### config.mk
export PLATFORM = sky130hd
export DESIGN_NAME = lvds_lane_bridge
export DESIGN_NICKNAME = d
export VERILOG_FILES = /design/src/rtl/lvds_lane_bridge.sv
export SDC_FILE = /design/constraint.sdc
export NUM_CORES = 1
export LEC_CHECK = 0
export BUFFER_PORTS_ARGS = -buffer_cell sky130_fd_sc_hd__buf_2
export CORE_ASPECT_RATIO = 1.4
export CORE_MARGIN = 2
export CORE_UTILIZATION = 45
export DETAILED_ROUTE_END_ITERATION = 16
export PLACE_DENSITY = 0.62
export SETUP_SLACK_MARGIN = 0.3
export SYNTH_ARGS = -nofsm -noshare
export SYNTH_HDL_FRONTEND = slang
export SYNTH_SLANG_ARGS = --single-unit
### constraint.sdc
create_clock -name CLK -period 6.77 [get_ports CLK]
set_clock_uncertainty 0.15 [all_clocks]
set_input_delay 0.677 -clock CLK [delete_from_list [all_inputs] [get_ports CLK]]
set_output_delay 0.677 -clock CLK [all_outputs]
set_load 0.1 [all_outputs]
### src/rtl/lvds_lane_bridge.sv
// rtl/lvds_lane_bridge.sv - word FIFOs plus multi-lane serialiser/deserialiser with start-of-frame framing
module lvds_lane_bridge #(
    parameter int WORD_W    = 32,
    parameter int LANES     = 4,
    parameter int TX_DEPTH  = 8,
    parameter int RX_DEPTH  = 8,
    parameter int RX_MARGIN = 4
) (
    input  logic              CLK,
    input  logic              RST_N,
    input  logic [WORD_W-1:0] enq_tx,
    input  logic              EN_enq_tx,
    output logic              RDY_enq_tx,
    output logic [WORD_W-1:0] deq_rx,
    input  logic              EN_deq_rx,
    output logic              RDY_deq_rx,
    output logic [LANES-1:0]  tx_data,
    output logic              tx_sof,
    input  logic              RDY_from_recv,
    input  logic [LANES-1:0]  rx_data,
    input  logic              rx_sof,
    output logic              RDY_for_trans,
    output logic [1:0]        err,
    output logic [7:0]        led
);

    localparam int BEATS = WORD_W / LANES;
    localparam int BCW   = $clog2(BEATS + 1);
    localparam int TAW   = $clog2(TX_DEPTH);
    localparam int RAW   = $clog2(RX_DEPTH);

    localparam logic [BCW-1:0] BEATS_C   = BCW'(BEATS);
    localparam logic [TAW:0]   TX_FULL   = (TAW+1)'(TX_DEPTH);
    localparam logic [RAW:0]   RX_FULL   = (RAW+1)'(RX_DEPTH);
    localparam logic [RAW:0]   RX_MARG_C = (RAW+1)'(RX_MARGIN);

    typedef enum logic {T_IDLE, T_SEND} tx_state_t;
    typedef enum logic {R_IDLE, R_RECV} rx_state_t;

    // ---------------- TX FIFO ----------------
    logic [WORD_W-1:0] tx_mem [TX_DEPTH];
    logic [TAW-1:0]    tx_wr_ptr;
    logic [TAW-1:0]    tx_rd_ptr;
    logic [TAW:0]      tx_count;
    logic              tx_push;
    logic              tx_pop;
    logic [WORD_W-1:0] tx_head;

    assign RDY_enq_tx = (tx_count != TX_FULL);
    assign tx_push    = EN_enq_tx && RDY_enq_tx;
    assign tx_head    = tx_mem[tx_rd_ptr];

    always_ff @(posedge CLK) begin
        if (tx_push) begin
            tx_mem[tx_wr_ptr] <= enq_tx;
        end
    end

    always_ff @(posedge CLK) begin
        if (!RST_N) begin
            tx_wr_ptr <= '0;
            tx_rd_ptr <= '0;
            tx_count  <= '0;
        end else begin
            if (tx_push) begin
                tx_wr_ptr <= tx_wr_ptr + TAW'(1);
            end
            if (tx_pop) begin
                tx_rd_ptr <= tx_rd_ptr + TAW'(1);
            end
            case ({tx_push, tx_pop})
                2'b10:   tx_count <= tx_count + (TAW+1)'(1);
                2'b01:   tx_count <= tx_count - (TAW+1)'(1);
                default: tx_count <= tx_count;
            endcase
        end
    end

    // ---------------- TX FSM ----------------
    tx_state_t         tx_state;
    tx_state_t         tx_state_nxt;
    logic [BCW-1:0]    tx_beat;
    logic [WORD_W-1:0] tx_shreg;
    logic              tx_can_start;
    logic              tx_last;
    logic              tx_shift;

    assign tx_can_start = (tx_count != '0) && RDY_from_recv;
    // tx_beat counts beats already placed on the lanes, so BEATS means the last one is showing
    assign tx_last      = (tx_state == T_SEND) && (tx_beat == BEATS_C);

    always_ff @(posedge CLK) begin
        if (!RST_N) begin
            tx_state <= T_IDLE;
        end else begin
            tx_state <= tx_state_nxt;
        end
    end

    always_comb begin
        tx_state_nxt = tx_state;
        case (tx_state)
            T_IDLE: if (tx_can_start) tx_state_nxt = T_SEND;
            T_SEND: if (tx_last && !tx_can_start) tx_state_nxt = T_IDLE;
            default: tx_state_nxt = T_IDLE;
        endcase
    end

    always_comb begin
        tx_pop   = 1'b0;
        tx_shift = 1'b0;
        case (tx_state)
            T_IDLE: tx_pop = tx_can_start;
            T_SEND: begin
                tx_pop   = tx_last && tx_can_start;
                tx_shift = !tx_last;
            end
            default: ;
        endcase
    end

    always_ff @(posedge CLK) begin
        if (!RST_N) begin
            tx_data  <= '0;
            tx_sof   <= 1'b0;
            tx_beat  <= '0;
            tx_shreg <= '0;
        end else if (tx_pop) begin
            tx_data  <= tx_head[WORD_W-1 -: LANES];
            tx_sof   <= 1'b1;
            tx_shreg <= tx_head << LANES;
            tx_beat  <= BCW'(1);
        end else if (tx_shift) begin
            tx_data  <= tx_shreg[WORD_W-1 -: LANES];
            tx_sof   <= 1'b0;
            tx_shreg <= tx_shreg << LANES;
            tx_beat  <= tx_beat + BCW'(1);
        end else begin
            tx_data  <= '0;
            tx_sof   <= 1'b0;
        end
    end

    // ---------------- RX FSM ----------------
    rx_state_t         rx_state;
    rx_state_t         rx_state_nxt;
    logic [BCW-1:0]    rx_beat;
    logic [WORD_W-1:0] rx_shreg;
    logic [WORD_W-1:0] rx_ext;
    logic [WORD_W-1:0] rx_word_nxt;
    logic [BCW-1:0]    rx_beat_nxt;
    logic              rx_valid;
    logic              rx_done;
    logic              rx_full;
    logic              rx_push;
    logic              rx_ovf;
    logic              rx_frame_err;

    always_comb begin
        rx_ext              = '0;
        rx_ext[LANES-1:0]   = rx_data;
    end

    // a sof beat always restarts assembly, discarding any partial word
    assign rx_valid    = rx_sof || (rx_state == R_RECV);
    assign rx_word_nxt = rx_sof ? rx_ext : ((rx_shreg << LANES) | rx_ext);
    assign rx_beat_nxt = rx_sof ? BCW'(1) : (rx_beat + BCW'(1));
    assign rx_done     = rx_valid && (rx_beat_nxt == BEATS_C);

    always_ff @(posedge CLK) begin
        if (!RST_N) begin
            rx_state <= R_IDLE;
        end else begin
            rx_state <= rx_state_nxt;
        end
    end

    always_comb begin
        rx_state_nxt = rx_state;
        case (rx_state)
            R_IDLE: if (rx_sof && !rx_done) rx_state_nxt = R_RECV;
            R_RECV: if (rx_done) rx_state_nxt = R_IDLE;
            default: rx_state_nxt = R_IDLE;
        endcase
    end

    always_comb begin
        rx_push      = 1'b0;
        rx_ovf       = 1'b0;
        rx_frame_err = 1'b0;
        case (rx_state)
            R_IDLE: begin
                rx_push = rx_done && !rx_full;
                rx_ovf  = rx_done && rx_full;
            end
            R_RECV: begin
                rx_push      = rx_done && !rx_full;
                rx_ovf       = rx_done && rx_full;
                rx_frame_err = rx_sof;
            end
            default: ;
        endcase
    end

    always_ff @(posedge CLK) begin
        if (!RST_N) begin
            rx_shreg <= '0;
            rx_beat  <= '0;
        end else if (rx_valid) begin
            rx_shreg <= rx_word_nxt;
            rx_beat  <= rx_beat_nxt;
        end
    end

    // ---------------- RX FIFO ----------------
    logic [WORD_W-1:0] rx_mem [RX_DEPTH];
    logic [RAW-1:0]    rx_wr_ptr;
    logic [RAW-1:0]    rx_rd_ptr;
    logic [RAW:0]      rx_count;
    logic              rx_pop;

    assign rx_full    = (rx_count == RX_FULL);
    assign RDY_deq_rx = (rx_count != '0);
    assign rx_pop     = EN_deq_rx && RDY_deq_rx;
    assign deq_rx     = rx_mem[rx_rd_ptr];

    always_ff @(posedge CLK) begin
        if (rx_push) begin
            rx_mem[rx_wr_ptr] <= rx_word_nxt;
        end
    end

    always_ff @(posedge CLK) begin
        if (!RST_N) begin
            rx_wr_ptr <= '0;
            rx_rd_ptr <= '0;
            rx_count  <= '0;
        end else begin
            if (rx_push) begin
                rx_wr_ptr <= rx_wr_ptr + RAW'(1);
            end
            if (rx_pop) begin
                rx_rd_ptr <= rx_rd_ptr + RAW'(1);
            end
            case ({rx_push, rx_pop})
                2'b10:   rx_count <= rx_count + (RAW+1)'(1);
                2'b01:   rx_count <= rx_count - (RAW+1)'(1);
                default: rx_count <= rx_count;
            endcase
        end
    end

    // ---------------- status ----------------
    always_ff @(posedge CLK) begin
        if (!RST_N) begin
            err           <= '0;
            led           <= '0;
            RDY_for_trans <= 1'b0;
        end else begin
            err[0]        <= err[0] | rx_frame_err;
            err[1]        <= err[1] | rx_ovf;
            RDY_for_trans <= (RX_FULL - rx_count) >= RX_MARG_C;
            if (rx_push) begin
                led <= led + 8'd1;
            end
        end
    end

endmodule

==> results by group <==
Synthesis
  – Mapped cell area: 0.0238 mm^2
  – Syn Inst Count: 1258
  – Unique masters post-synth: 55
  – Total number of yosys warnings: 0
  – Post-Synthesis Mean Instance Area: 18.9 um^2
  – Post-synth top cells: edfxtp_1, mux4_2, dfxtp_1, mux2i_1, nor2_1
  – Area contributors post-synth: edfxtp_1, mux4_2, dfxtp_1
  – #FFs+latches synth: 620
  – Sequential area share after synthesis: 73.6%
  – Synth Net Count: 1315
  – Post-synth ARST share: 0%
  – Ys flop type: edfxtp_1
  – Area share of the largest cell type after synthesis: 64.6%
  – Post-synth EDFFs: 512
  – Largest area contributor in the netlist: edfxtp_1
  – Top-count cell post-synth: edfxtp_1

Pwr
  – Comb power frac: 9.5%
  – Worst VDD drop: 346 uV
  – Clk pwr share: 37.5%
  – Power Dens Cells: 305 mW/mm^2
  – Sw Pwr: 0.00191 W
  – Net Sw Frac: 23.3%
  – P_int: 0.00631 W
  – Sequential Power Share: 53.0%
  – Pwr Total: 0.00822 W
  – Leakage Power: 8.88 nW

Floorplanning
  – Core Area: 0.0523 mm^2
  – Starting density of the core: 45.6%
  – Die area: 0.0548 mm^2
  – I/O pin cnt: 92
  – FP Rows: 99
  – Die X: 198 um
  – Die height: 276 um

Drt
  – DRT iter0 DRCs: 659
  – DRC: 0
  – Drt wl/cell: 22.6 um
  – Vias: 11600
  – Via density: 5.50
  – Drt pass-1 iters: 5
  – Antenna Violating Nets Remaining: 0
  – Drt total wl: 47800 um

Cells and area
  – Area growth from synthesis to layout: 13.1%
  – Core Util, Final: 51.5%
  – Multi-input gate area: 0.00599 mm^2
  – Nets@finish: 1419
  – Register Area: 0.0176 mm^2
  – Fillers: 4239
  – Layout cells sized above 1: 27.4%

Critical path
  – CP required: 5940 ps
  – Reg-to-reg endpoint: rx_count[2]
  – CP max FO: 37
  – R2R setup slack: 3490 ps
  – Critical path class: register to output port
  – Startpoint types: register
  – Worst Setup EP: deq_rx[16]
  – CP Capture Type: output port
  – Worst Path Arrival: 3250 ps
  – R2R depth: 12
  – R2r startpoint: rx_beat[0]

Clock tree
  – Clk pin slew, worst setup/hold paths: 60 ps
  – TritonCTS clock tree: built
  – Clk_lat worst skew: 600 ps
  – CTS Buffer Depth: 3
  – Buffers inserted by post-CTS timing repair: 0
  – Hold buffers post-CTS: 0
  – # H-tree levels: 2
  – CTS Root Cell: clkbuf_16
  – Cts repair resizes: 0
  – Sink Count: 620
  – Inserted Clock Buffers: 56

Timing
  – Fmax: 0.246 GHz
  – Post-layout min period: 4070 ps
  – Number of setup violations in the final report: 0
  – Measured slew at the worst slew-check pin: 1140 ps
  – RSZ-0062 raised after global routing: false
  – Tcrit/Tclk final: 60.2%
  – Relative slew slack: 24.0%
  – Fin worst setup slack: 2700 ps
  – Final Hold Fails: 0
  – Slew Limit Fails: 0
  – Setup tns final: 0 ps

Hold path
  – Hold path start: enq_tx[14]
  – Hold depth: 1
  – Hold WC Path Type: input pin to register

Placed design
  – # port buffers: 91
  – Post-DP HPWL: 27700 um
  – GPL Wtd Cong: 0.734
  – Place WS: 3050 ps

Global routing
  – First-pass GRT wire length: 72700 um
  – Vias in the first global route: 12400
  – Largest net degree at the start of global routing: 65
  – Initial antenna violation count: 4
  – GRT Total Usage: 17.8%
  – Global route total overflow: 0

Flow run
  – MaxCap Viol Count: 0

Status
  – Status: complete, no violations
logic make-up (layout without fill, tap and decap cells):
group                    count (synthesis)  after routing  share of synthesized area, %
AO/OA/AOI/OAI                           87             87                          2.64
XOR/XNOR                                15             15                         0.552
adder cells (fa/ha/maj)                 15             15                         0.820
buffers and inverters                   87            236                          1.56
flip-flops                             620            620                          73.6
multiplexers                           221            221                          16.2
other                                    0              1                             0
AND/OR/NAND/NOR                        213            213                          4.61
cells in the final DEF, fill, tap and decap left out, types with 14 or more instances in the layout:
master     Yosys  layout
mux4_2       128     128
ha_1          14      14
nor2b_1       28      28
edfxtp_1     512     512
o221ai_1      24      24
nand2_1       43      43
a21oi_1       24      24
clkbuf_16      0      58
nand3_1       26      26
buf_4          3      27
clkbuf_1      34      15
buf_2         19      91
dfxtp_1      108     101
mux2i_1       61      61
mux2_2        32      32
nor2_1        57      54
how the worst min path moves through the flow:
stage	slack, ps	endpoint
final	190	tx_mem[5][14]
after global routing	160	tx_mem[4][18]
after CTS	140	tx_mem[5][5]
after detailed placement	290	rx_shreg[3]
after global placement	290	rx_shreg[3]
after floorplan	280	rx_shreg[0]
power groups by stage:
stage	logic, W	clock network, W	registers, W
finish	0.000781	0.00308	0.00436
detailed placement	0.000797	0	0.00444
CTS	0.000800	0.00317	0.00436
floorplan	0.000526	0	0.00446
global placement	0.000785	0	0.00444
global route	0.000855	0.00330	0.00438
per-layer routing:
| layer | wire (um) | up-vias | share of wire (%) | track usage, % |
|---|---|---|---|---|
| met5 | 36 | - | 0.075 | 0 |
| met4 | 1160 | 6 | 2.4 | 5.59 |
| met3 | 1700 | 76 | 3.6 | 3.10 |
| met2 | 26800 | 202 | 56 | 33.9 |
| met1 | 18200 | 6079 | 38 | 19.8 |
| li1 | - | 5280 | - | - |
flip-flops by register name, indices dropped and copies added (netlist names), 2 cells and up, named ones only:
signal	count
rx_count	4
rx_beat	4
rx_rd_ptr	3
err	2
tx_shreg	28
rx_wr_ptr	3
tx_wr_ptr	3
rx_mem	256
tx_rd_ptr	3
tx_mem	256
rx_shreg	28
tx_data	4
led	8
tx_count	4
tx_beat	4
cell type report:
cell class	instances	area share (%)
flip-flops and latches	620	65.1
clock inverters	30	1.06
diodes	1	0.00929
multi-input cells	551	22.3
inverters	15	0.209
repair buffers	118	2.44
well taps	707	3.28
clock buffers	73	5.60
stage by stage:
stage | instance area, um^2 | cells | hold slack [ps]
after CTS | 26900 | 2114 | 143
after detailed placement | 25100 | 2011 | 290
after global routing | 26900 | 2115 | 162
after global placement | 25100 | 2011 | 288
final | 26900 | 2115 | 191
after floorplan | 23800 | 1258 | 277
critical path, stage by stage, from the launching register on:
cell	delay, ps
dfxtp_4	850
buf_4	590
mux4_2	570
mux2_2	290
buf_2	300
Note: power is estimated with default switching activity, not from simulation.
